File: config.mk
export PLATFORM = sky130hd
export DESIGN_NAME = spi_frame_tx
export DESIGN_NICKNAME = d
export VERILOG_FILES = /design/src/rtl/spi_frame_tx.sv
export SDC_FILE = /design/constraint.sdc
export NUM_CORES = 1
export LEC_CHECK = 0
export BUFFER_PORTS_ARGS = -buffer_cell sky130_fd_sc_hd__buf_2
export CAP_MARGIN = 20
export CORE_AREA = 8 8 185 187
export CTS_BUF_LIST = sky130_fd_sc_hd__clkbuf_4 sky130_fd_sc_hd__clkbuf_8
export DETAILED_ROUTE_END_ITERATION = 8
export DIE_AREA = 0 0 193 195
export GPL_ROUTABILITY_DRIVEN = 0
export GPL_TIMING_DRIVEN = 0
export PLACE_DENSITY = 0.48
export SYNTH_ARGS = -nofsm -noshare
export SYNTH_HDL_FRONTEND = slang
export SYNTH_SLANG_ARGS = --single-unit
File: constraint.sdc
create_clock -name clk -period 2.82 [get_ports clk]
set_clock_uncertainty 0.1 [all_clocks]
set_input_delay 0.423 -clock clk [delete_from_list [all_inputs] [get_ports clk]]
set_output_delay 0.423 -clock clk [all_outputs]
set_load 0.01 [all_outputs]
File: src/rtl/spi_frame_tx.sv
// SPI mode-0 frame transmitter for the PmodCLS: sends a byte-packed frame MSB-byte-first,
// stopping at the frame end or the first NULL byte, and pulses end_transmission when done.
module spi_frame_tx #(
  parameter int FRAME_BITS = 152,
  parameter int CLK_DIV    = 50,
  parameter int GAP_CYCLES = 2000
) (
  input  logic                  clk,
  input  logic                  rst,
  input  logic [FRAME_BITS-1:0] data_in,
  input  logic                  begin_transmission,
  input  logic                  slave_select,
  output logic                  end_transmission,
  output logic                  busy,
  output logic                  cs_n,
  output logic                  sclk,
  output logic                  mosi
);

  localparam int NBYTES = FRAME_BITS / 8;
  localparam int DIV_W  = $clog2(CLK_DIV);
  localparam int GAP_W  = $clog2(GAP_CYCLES + 1);
  localparam int BYTE_W = $clog2(NBYTES + 1);

  localparam logic [DIV_W-1:0]  DIV_LAST = DIV_W'(CLK_DIV - 1);
  localparam logic [GAP_W-1:0]  GAP_LAST = GAP_W'(GAP_CYCLES - 1);
  localparam logic [BYTE_W-1:0] BYTE_END = BYTE_W'(NBYTES);

  localparam logic [2:0] IDLE  = 3'd0;
  localparam logic [2:0] LOAD  = 3'd1;
  localparam logic [2:0] SHIFT = 3'd2;
  localparam logic [2:0] GAP   = 3'd3;
  localparam logic [2:0] DONE  = 3'd4;

  logic [2:0]            state;
  logic [FRAME_BITS-1:0] shift_reg;
  logic [7:0]            tx_byte;
  logic [2:0]            bit_cnt;
  logic [DIV_W-1:0]      div_cnt;
  logic [GAP_W-1:0]      gap_cnt;
  logic [BYTE_W-1:0]     byte_cnt;
  logic [7:0]            top_byte;

  assign top_byte = shift_reg[FRAME_BITS-1 -: 8];

  // NOTE: all state updates use non-blocking assignments so every register samples
  // the pre-edge values of the others, regardless of statement order.
  always_ff @(posedge clk) begin
    if (rst) begin
      state            <= IDLE;
      // NOTE: the frame buffer is cleared too, so nothing from an interrupted frame
      // can leak into the next one; it is a plain register, not a RAM.
      shift_reg        <= '0;
      tx_byte          <= '0;
      bit_cnt          <= '0;
      div_cnt          <= '0;
      gap_cnt          <= '0;
      byte_cnt         <= '0;
      end_transmission <= 1'b0;
      busy             <= 1'b0;
      cs_n             <= 1'b1;
      sclk             <= 1'b0;
      mosi             <= 1'b0;
    end else begin
      end_transmission <= 1'b0;
      if (state != IDLE && slave_select) begin
        // Abort: drop the link immediately and return silently to IDLE.
        state    <= IDLE;
        busy     <= 1'b0;
        cs_n     <= 1'b1;
        sclk     <= 1'b0;
        mosi     <= 1'b0;
        bit_cnt  <= '0;
        div_cnt  <= '0;
        gap_cnt  <= '0;
        byte_cnt <= '0;
      end else begin
        case (state)
          IDLE: begin
            if (begin_transmission && !slave_select) begin
              shift_reg <= data_in;
              byte_cnt  <= '0;
              busy      <= 1'b1;
              state     <= LOAD;
            end
          end
          LOAD: begin
            if (byte_cnt == BYTE_END || top_byte == 8'h00) begin
              state <= DONE;
            end else begin
              cs_n    <= 1'b0;
              mosi    <= top_byte[7];
              tx_byte <= {top_byte[6:0], 1'b0};
              bit_cnt <= '0;
              div_cnt <= '0;
              state   <= SHIFT;
            end
          end
          SHIFT: begin
            if (div_cnt == DIV_LAST) begin
              div_cnt <= '0;
              sclk    <= ~sclk;
              // Falling edge: present the next bit; the 8th fall closes the byte.
              if (sclk) begin
                mosi    <= tx_byte[7];
                tx_byte <= {tx_byte[6:0], 1'b0};
                bit_cnt <= bit_cnt + 3'd1;
                if (bit_cnt == 3'd7) begin
                  gap_cnt <= '0;
                  state   <= GAP;
                end
              end
            end else begin
              div_cnt <= div_cnt + 1'b1;
            end
          end
          GAP: begin
            if (gap_cnt == GAP_LAST) begin
              gap_cnt   <= '0;
              shift_reg <= shift_reg << 8;
              byte_cnt  <= byte_cnt + 1'b1;
              state     <= LOAD;
            end else begin
              gap_cnt <= gap_cnt + 1'b1;
            end
          end
          DONE: begin
            cs_n             <= 1'b1;
            end_transmission <= 1'b1;
            busy             <= 1'b0;
            state            <= IDLE;
          end
          default: state <= IDLE;
        endcase
      end
    end
  end

endmodule

==> reports/results.ini, run 1 <==
[finish]
layout-area-overhead-vs-synth_pct=18.8
largest_register_ff_count=152
net_total_in_the_final_layout=1466
post_route_cells_drive_above_1_share_pct=21.9
n_fill_cell=3411
layout.cell_area.non_filler_um2=11000
diodes=0

[global_routing]
overflow=0
antenna_found_initial=1
grt_pass1_wl_um=49900
global_router_s_overall_resource_usage_pct=16.6
grt_start_max_net_pins=21
grt_pass1_vias=8978

[cts]
cts_setup_buffers=0
cts_root_buf=sky130_fd_sc_hd__clkbuf_8
cts.hold.buffers_added=0
clock_tree.htree_level_count=4
clock-sinks=192
cts_tree=done
clkSlewWorstSetupHoldPaths_ns=0.11
clock_insertion_delay_worst_skew_ns=0.49
cts_made_buffers=17
post_cts_resize_count=1
cts_buffer_depth=2

[worst_setup_path]
worst_ep_required_time_ns=3.05
timing.critical_path.from=gap_cnt[0]
crit_chain=ha_1 -> and3_1 -> clkbuf_1 -> a31oi_2 -> nor2_4 -> buf_2 -> buf_2 -> a311oi_1
arrival_ns=2.82
timing.critical_path.buf_inv=3
cpPeakStageDelay_ns=0.39
crit_path_frequent_cell=sky130_fd_sc_hd__buf_2
criticalPathCategory=register to register
worstSetupStartpointType=register
crit_path_max_fanout=10
timing.critical_path.slowest_stage_cell=sky130_fd_sc_hd__dfxtp_1
endpoint_kind=register
crit_family=buffers and inverters
regToRegStartpoint=gap_cnt[0]

[logic_synthesis]
post_synth_instance_area_um2=9250
synth.largest_area_cell=sky130_fd_sc_hd__dfxtp_1
ys_seq_elements=192
syn_area_per_cell_um2=8.21
netlist_top_cells_area=sky130_fd_sc_hd__dfxtp_1 (42%), sky130_fd_sc_hd__nand2_1 (13%), sky130_fd_sc_hd__a311oi_1 (9.3%)
synth.net_count=1289
synth-seq-area-share_pct=41.5
synth_cell_type_count=55
ys.flop_type=sky130_fd_sc_hd__dfxtp_1
synth_largest_type_area_fraction_pct=41.5
asyncSetResetFlopFracSynth_pct=0
synth_most_common_cell=sky130_fd_sc_hd__nand2_1
netlist_top_cells_count=sky130_fd_sc_hd__nand2_1 (319), sky130_fd_sc_hd__dfxtp_1 (192), sky130_fd_sc_hd__a21oi_1 (171), sky130_fd_sc_hd__a311oi_1 (98), sky130_fd_sc_hd__clkbuf_1 (78)
postSynthCellCount=1127
yosysWarningCount=0
count_of_flip_flops_with_a_built_in_enable_after_synthesis=0

[routing]
wl_met1_um=16000
dr_wl_met2_um=14100
wire_per_inst_um=18.6
maxUsedRoutingLayer=met5
wl_met3_um=1430
via_count=8992
drt_first_iter_violations=681
postRouteWirelength_um=32000
vias_per_cell=5.23
drcViolationCount=0
drt-pass1-iter-count=5
final_antenna_net_count=0

[timing]
finalWorstPathRequiredPeriod_ns=2.59
finalSetupViolCount=0
finalSetupTns_ns=0
max_slew.worst_pin.slew_ns=0.966
fmaxAchievable_mhz=386
period_share_pct=91.9
final-hold-violation-count=0
relSlewSlack_pct=35.2
maxSlewViolCount=0
holdWs_ns=0.0819
rsz0062_at_grt=no
setup_ws_ns=0.228

[place]
post-place-ws_ns=0.00540
place_area_um2=10600
io_buffers=159
detailedPlacementHpwl_um=24100

[die]
die_x_um=193
die_area_um2=37600
fp-row-count=65
start_util_pct=29.6
io-pin-count=161
floorplan.die.height_um=195
core_um2=31200

[power]
p_per_area_nw_per_um2=515
power.total_uw=5660
p_leak_uw=0.00405
irDropWorstVdd_mv=0.234

[worst_hold_path]
hold_start=data_in[3]
hold_path.class=input pin to register

[run_status]
status=completed

[run]
max_cap_viol_count=0

-- cell families (layout without fill, tap and decap cells) --
kind of cell    after synthesis  after routing  share of synthesized area [%]
simple gates                418            418                           19.4
compound gates              377            377                           30.8
flops                       192            192                           41.5
buf+inv                     121            311                           5.99
mux                          12             12                           1.39
fa+ha+maj                     6              6                          0.811
xor+xnor                      1              1                         0.0947
-- routing by layer --
metal,global-route usage (%),vias up
met4,4.33,2
li1,-,4474
met2,25.0,233
met5,0,-
met1,23.8,4255
met3,3.23,28
-- worst reg2reg max path, stage by stage, from the launching register on --
cell	delay, ns
sky130_fd_sc_hd__dfxtp_1	0.39
sky130_fd_sc_hd__ha_1	0.23
sky130_fd_sc_hd__and3_1	0.17
sky130_fd_sc_hd__clkbuf_1	0.24
sky130_fd_sc_hd__a31oi_2	0.25
sky130_fd_sc_hd__nor2_4	0.34
sky130_fd_sc_hd__buf_2	0.33
sky130_fd_sc_hd__buf_2	0.29
sky130_fd_sc_hd__a311oi_1	0.12
-- cell usage in the layout, fill, tap and decap left out, types with 3 or more instances in the layout --
cell	n
sky130_fd_sc_hd__inv_6	5
sky130_fd_sc_hd__nand4_1	8
sky130_fd_sc_hd__a311oi_1	98
sky130_fd_sc_hd__inv_1	5
sky130_fd_sc_hd__mux2i_1	5
sky130_fd_sc_hd__buf_4	7
sky130_fd_sc_hd__nand2b_1	4
sky130_fd_sc_hd__nor3_1	4
sky130_fd_sc_hd__and2_1	3
sky130_fd_sc_hd__nand3b_1	5
sky130_fd_sc_hd__o211ai_1	4
sky130_fd_sc_hd__ha_1	6
sky130_fd_sc_hd__and4_1	3
sky130_fd_sc_hd__buf_6	6
sky130_fd_sc_hd__clkbuf_8	18
sky130_fd_sc_hd__nor2b_1	9
sky130_fd_sc_hd__clkinv_8	6
sky130_fd_sc_hd__nor3b_1	3
sky130_fd_sc_hd__dfxtp_1	192
sky130_fd_sc_hd__nand3_1	24
sky130_fd_sc_hd__buf_2	182
sky130_fd_sc_hd__a211oi_1	3
sky130_fd_sc_hd__clkbuf_1	76
sky130_fd_sc_hd__or3_1	5
sky130_fd_sc_hd__a21oi_1	171
sky130_fd_sc_hd__or4_1	3
sky130_fd_sc_hd__nand2_1	319
sky130_fd_sc_hd__o21ai_0	21
sky130_fd_sc_hd__a41oi_1	5
sky130_fd_sc_hd__a311oi_2	49
sky130_fd_sc_hd__mux2_2	7
sky130_fd_sc_hd__a31oi_1	9
sky130_fd_sc_hd__nor2_1	15
-- area by class of cell --
type	count	area, um^2	share of cell area, %
repair buffers	159	796	7.24
clock buffers	18	248	2.25
multi-input cells	814	4860	44.2
clock inverters	14	191	1.74
flip-flops and latches	192	3840	35.0
plain buffers	115	533	4.85
inverters	5	18.8	0.171
well taps	402	503	4.57
-- through the flow --
step / utilization, % / instances
after floorplan: - / 1127
after global placement: 33.8 / 1688
after detailed placement: 33.8 / 1688
after CTS: 35.2 / 1720
after global routing: 35.2 / 1719
final: 35.2 / 1719
-- power by group --
part           switching, uW  total [uW]  internal, uW
registers                100        2970          2870
logic                    416         724           308
clock network           1180        1960           788
total                   1690        5660          3970
-- worst paths after layout --
| check | endpoint | slack [ns] | depth (start not counted) |
|---|---|---|---|
| hold / removal | shift_reg[3] | 0.08 | 3 |
| hold reg to reg | mosi | 0.37 | 2 |
| setup reg to reg | shift_reg[8] | 0.23 | 8 |
| setup / recovery | shift_reg[8] | 0.23 | 8 |
No activity file was read; power rests on OpenSTA's default activity.
==> run 2: changes to the inputs <==
--- a/config.mk
+++ b/config.mk
@@ -13,7 +13,7 @@
 export DIE_AREA = 0 0 193 195
 export GPL_ROUTABILITY_DRIVEN = 0
 export GPL_TIMING_DRIVEN = 0
-export PLACE_DENSITY = 0.48
+export PLACE_DENSITY_LB_ADDON = 0.05
 export SYNTH_ARGS = -nofsm -noshare
 export SYNTH_HDL_FRONTEND = slang
 export SYNTH_SLANG_ARGS = --single-unit
==> reports/results.ini, run 2 (synthesis results as in run 1) <==
[place]
post-place-ws_ns=-0.221
io_buffers=159
place.detailed.instances=1688
detailedPlacementHpwl_um=24800

[die]
die_x_um=193
io-pin-count=161
fp-row-count=65
core_um2=31200
die_area_um2=37600
start_util_pct=29.6
floorplan.die.height_um=195

[timing]
holdWs_ns=0.107
setup_ws_ns=0.202
rsz0062_at_grt=no
max_slew.worst_pin.slew_ns=0.875
finalSetupViolCount=0
relSlewSlack_pct=41.7
finalWorstPathRequiredPeriod_ns=2.62
finalSetupTns_ns=0
fmaxAchievable_mhz=382
final-hold-violation-count=0
period_share_pct=92.8
maxSlewViolCount=0

[finish]
layout_common_cells=sky130_fd_sc_hd__nand2_1 (319), sky130_fd_sc_hd__dfxtp_1 (192), sky130_fd_sc_hd__buf_2 (182)
post_layout_nonfiller_instances=1720
largest_register_ff_count=152
mostFrequentLayoutCell=sky130_fd_sc_hd__nand2_1
diodes=0
net_total_in_the_final_layout=1468
post_route_cells_drive_above_1_share_pct=22.0
layout-area-overhead-vs-synth_pct=18.7

[worst_setup_path]
worstSetupStartpointType=register
regToRegStartpoint=state[0]
arrival_ns=2.92
criticalPathCategory=register to register
endpoint_of_the_lowest_slack_register_to_register_path=shift_reg[41]
cpPeakStageDelay_ns=0.43
endpoint_kind=register
worst_ep_required_time_ns=3.12
reg2regPathDepth=7
crit_chain=buf_2 -> and3b_1 -> buf_2 -> buf_2 -> clkbuf_1 -> nand2_1 -> a311oi_2
crit_path_frequent_cell=sky130_fd_sc_hd__buf_2
timing.critical_path.slowest_stage_cell=sky130_fd_sc_hd__clkbuf_1
timing.critical_path.buf_inv=4
crit_family=buffers and inverters
r2r_setup_slack_ns=0.20
crit_path_max_fanout=10

[global_routing]
gr-usage-met1_pct=25.5
grt_util_met3_pct=2.74
global_router_s_overall_resource_usage_pct=17.6
antenna_found_initial=0
gr-max-usage-layer=met2
grt_pass1_wl_um=52200
grt_start_max_net_pins=17
groute.layer.met2.usage_pct=27.0
grt_pass1_vias=9117
overflow=0

[power]
p_leak_uw=0.00405
power.total_uw=5640
irDropWorstVdd_mv=0.271
p_per_area_nw_per_um2=513

[routing]
wire_per_inst_um=19.5
drt_first_iter_violations=670
postRouteWirelength_um=33600
drt-pass1-iter-count=5
final_antenna_net_count=0
drcViolationCount=0
vias_per_cell=5.21
via_count=8967

[run]
max_cap_viol_count=0

[worst_hold_path]
hold_end=shift_reg[131]
hold_start=data_in[131]
worstHoldPathCells=3
hold_path.class=input pin to register

[run_status]
status=completed

[cts]
cts_tree=done
cts_root_buf=sky130_fd_sc_hd__clkbuf_8
clock_tree.htree_level_count=4
clock-sinks=192
clkSlewWorstSetupHoldPaths_ns=0.11
clock_insertion_delay_worst_skew_ns=0.48
cts_buffer_depth=2
cts_made_buffers=17

-- run 2: cell count changes in the layout (fill, tap and decap cells not counted), sizes merged --
cell / delta
bufinv: +1
clkinv: -4
clkbuf: +3
clkinvlp: +2
buf: +2
inv: -3
-- run 2: worst reg2reg max path: cells and delay by family (launching register included) --
family / cells / cell delay (ns)
buffers and inverters: 4 / 1.40
and+or+nand+nor: 2 / 0.38
AOI/OAI and AO/OA: 1 / 0.25
DFF: 1 / 0.42
-- run 2: stage by stage --
| step | util (%) | cell area [um^2] |
|---|---|---|
| 3_3_place_gp | 33.8 | 10600 |
| 2_1_floorplan | - | 9250 |
| 3_5_place_dp | 33.8 | 10600 |
| 4_1_cts | 35.1 | 11000 |
| 6_report | 35.2 | 11000 |
| 5_1_grt | 35.2 | 11000 |
-- run 2: what timing repair did --
action,in CTS,in global routing
pin swaps,1,1
resized for setup,2,0
setup buffers,0,2
hold endpoints to repair,0,0
hold buffers,0,0
setup endpoints to repair,72,83
-- run 2: area by class of cell --
class	instances	area (um^2)
clock buffers	21	277
multi-input cells	814	4860
fillers	3436	20200
well taps	402	503
flip-flops and latches	192	3840
plain buffers	115	533
repair buffers	161	823
inverters	5	18.8
clock inverters	10	128
-- run 2: report_power, final --
| group | internal (uW) | switching (uW) |
|---|---|---|
| sequential | 2870 | 104 |
| clock | 865 | 1060 |
| combinational | 312 | 417 |
| total | 4050 | 1590 |
-- run 2: worst max-delay path by stage --
stage                      from             to  slack [ns]  cells after the start
floorplan           byte_cnt[0]     tx_byte[2]        0.72                      6
global placement     gap_cnt[0]   shift_reg[8]       -0.14                      8
detailed placement   gap_cnt[0]   shift_reg[8]       -0.22                      8
CTS                    state[1]  shift_reg[22]       0.007                      7
global route           state[1]  shift_reg[42]        0.06                      7
finish                 state[0]  shift_reg[41]        0.20                      7
-- run 2: routing by layer --
layer	up-vias	share of wire, %
met1	4282	50
met3	14	3.6
li1	4480	-
met2	191	45
met4	0	1.0
met5	-	0
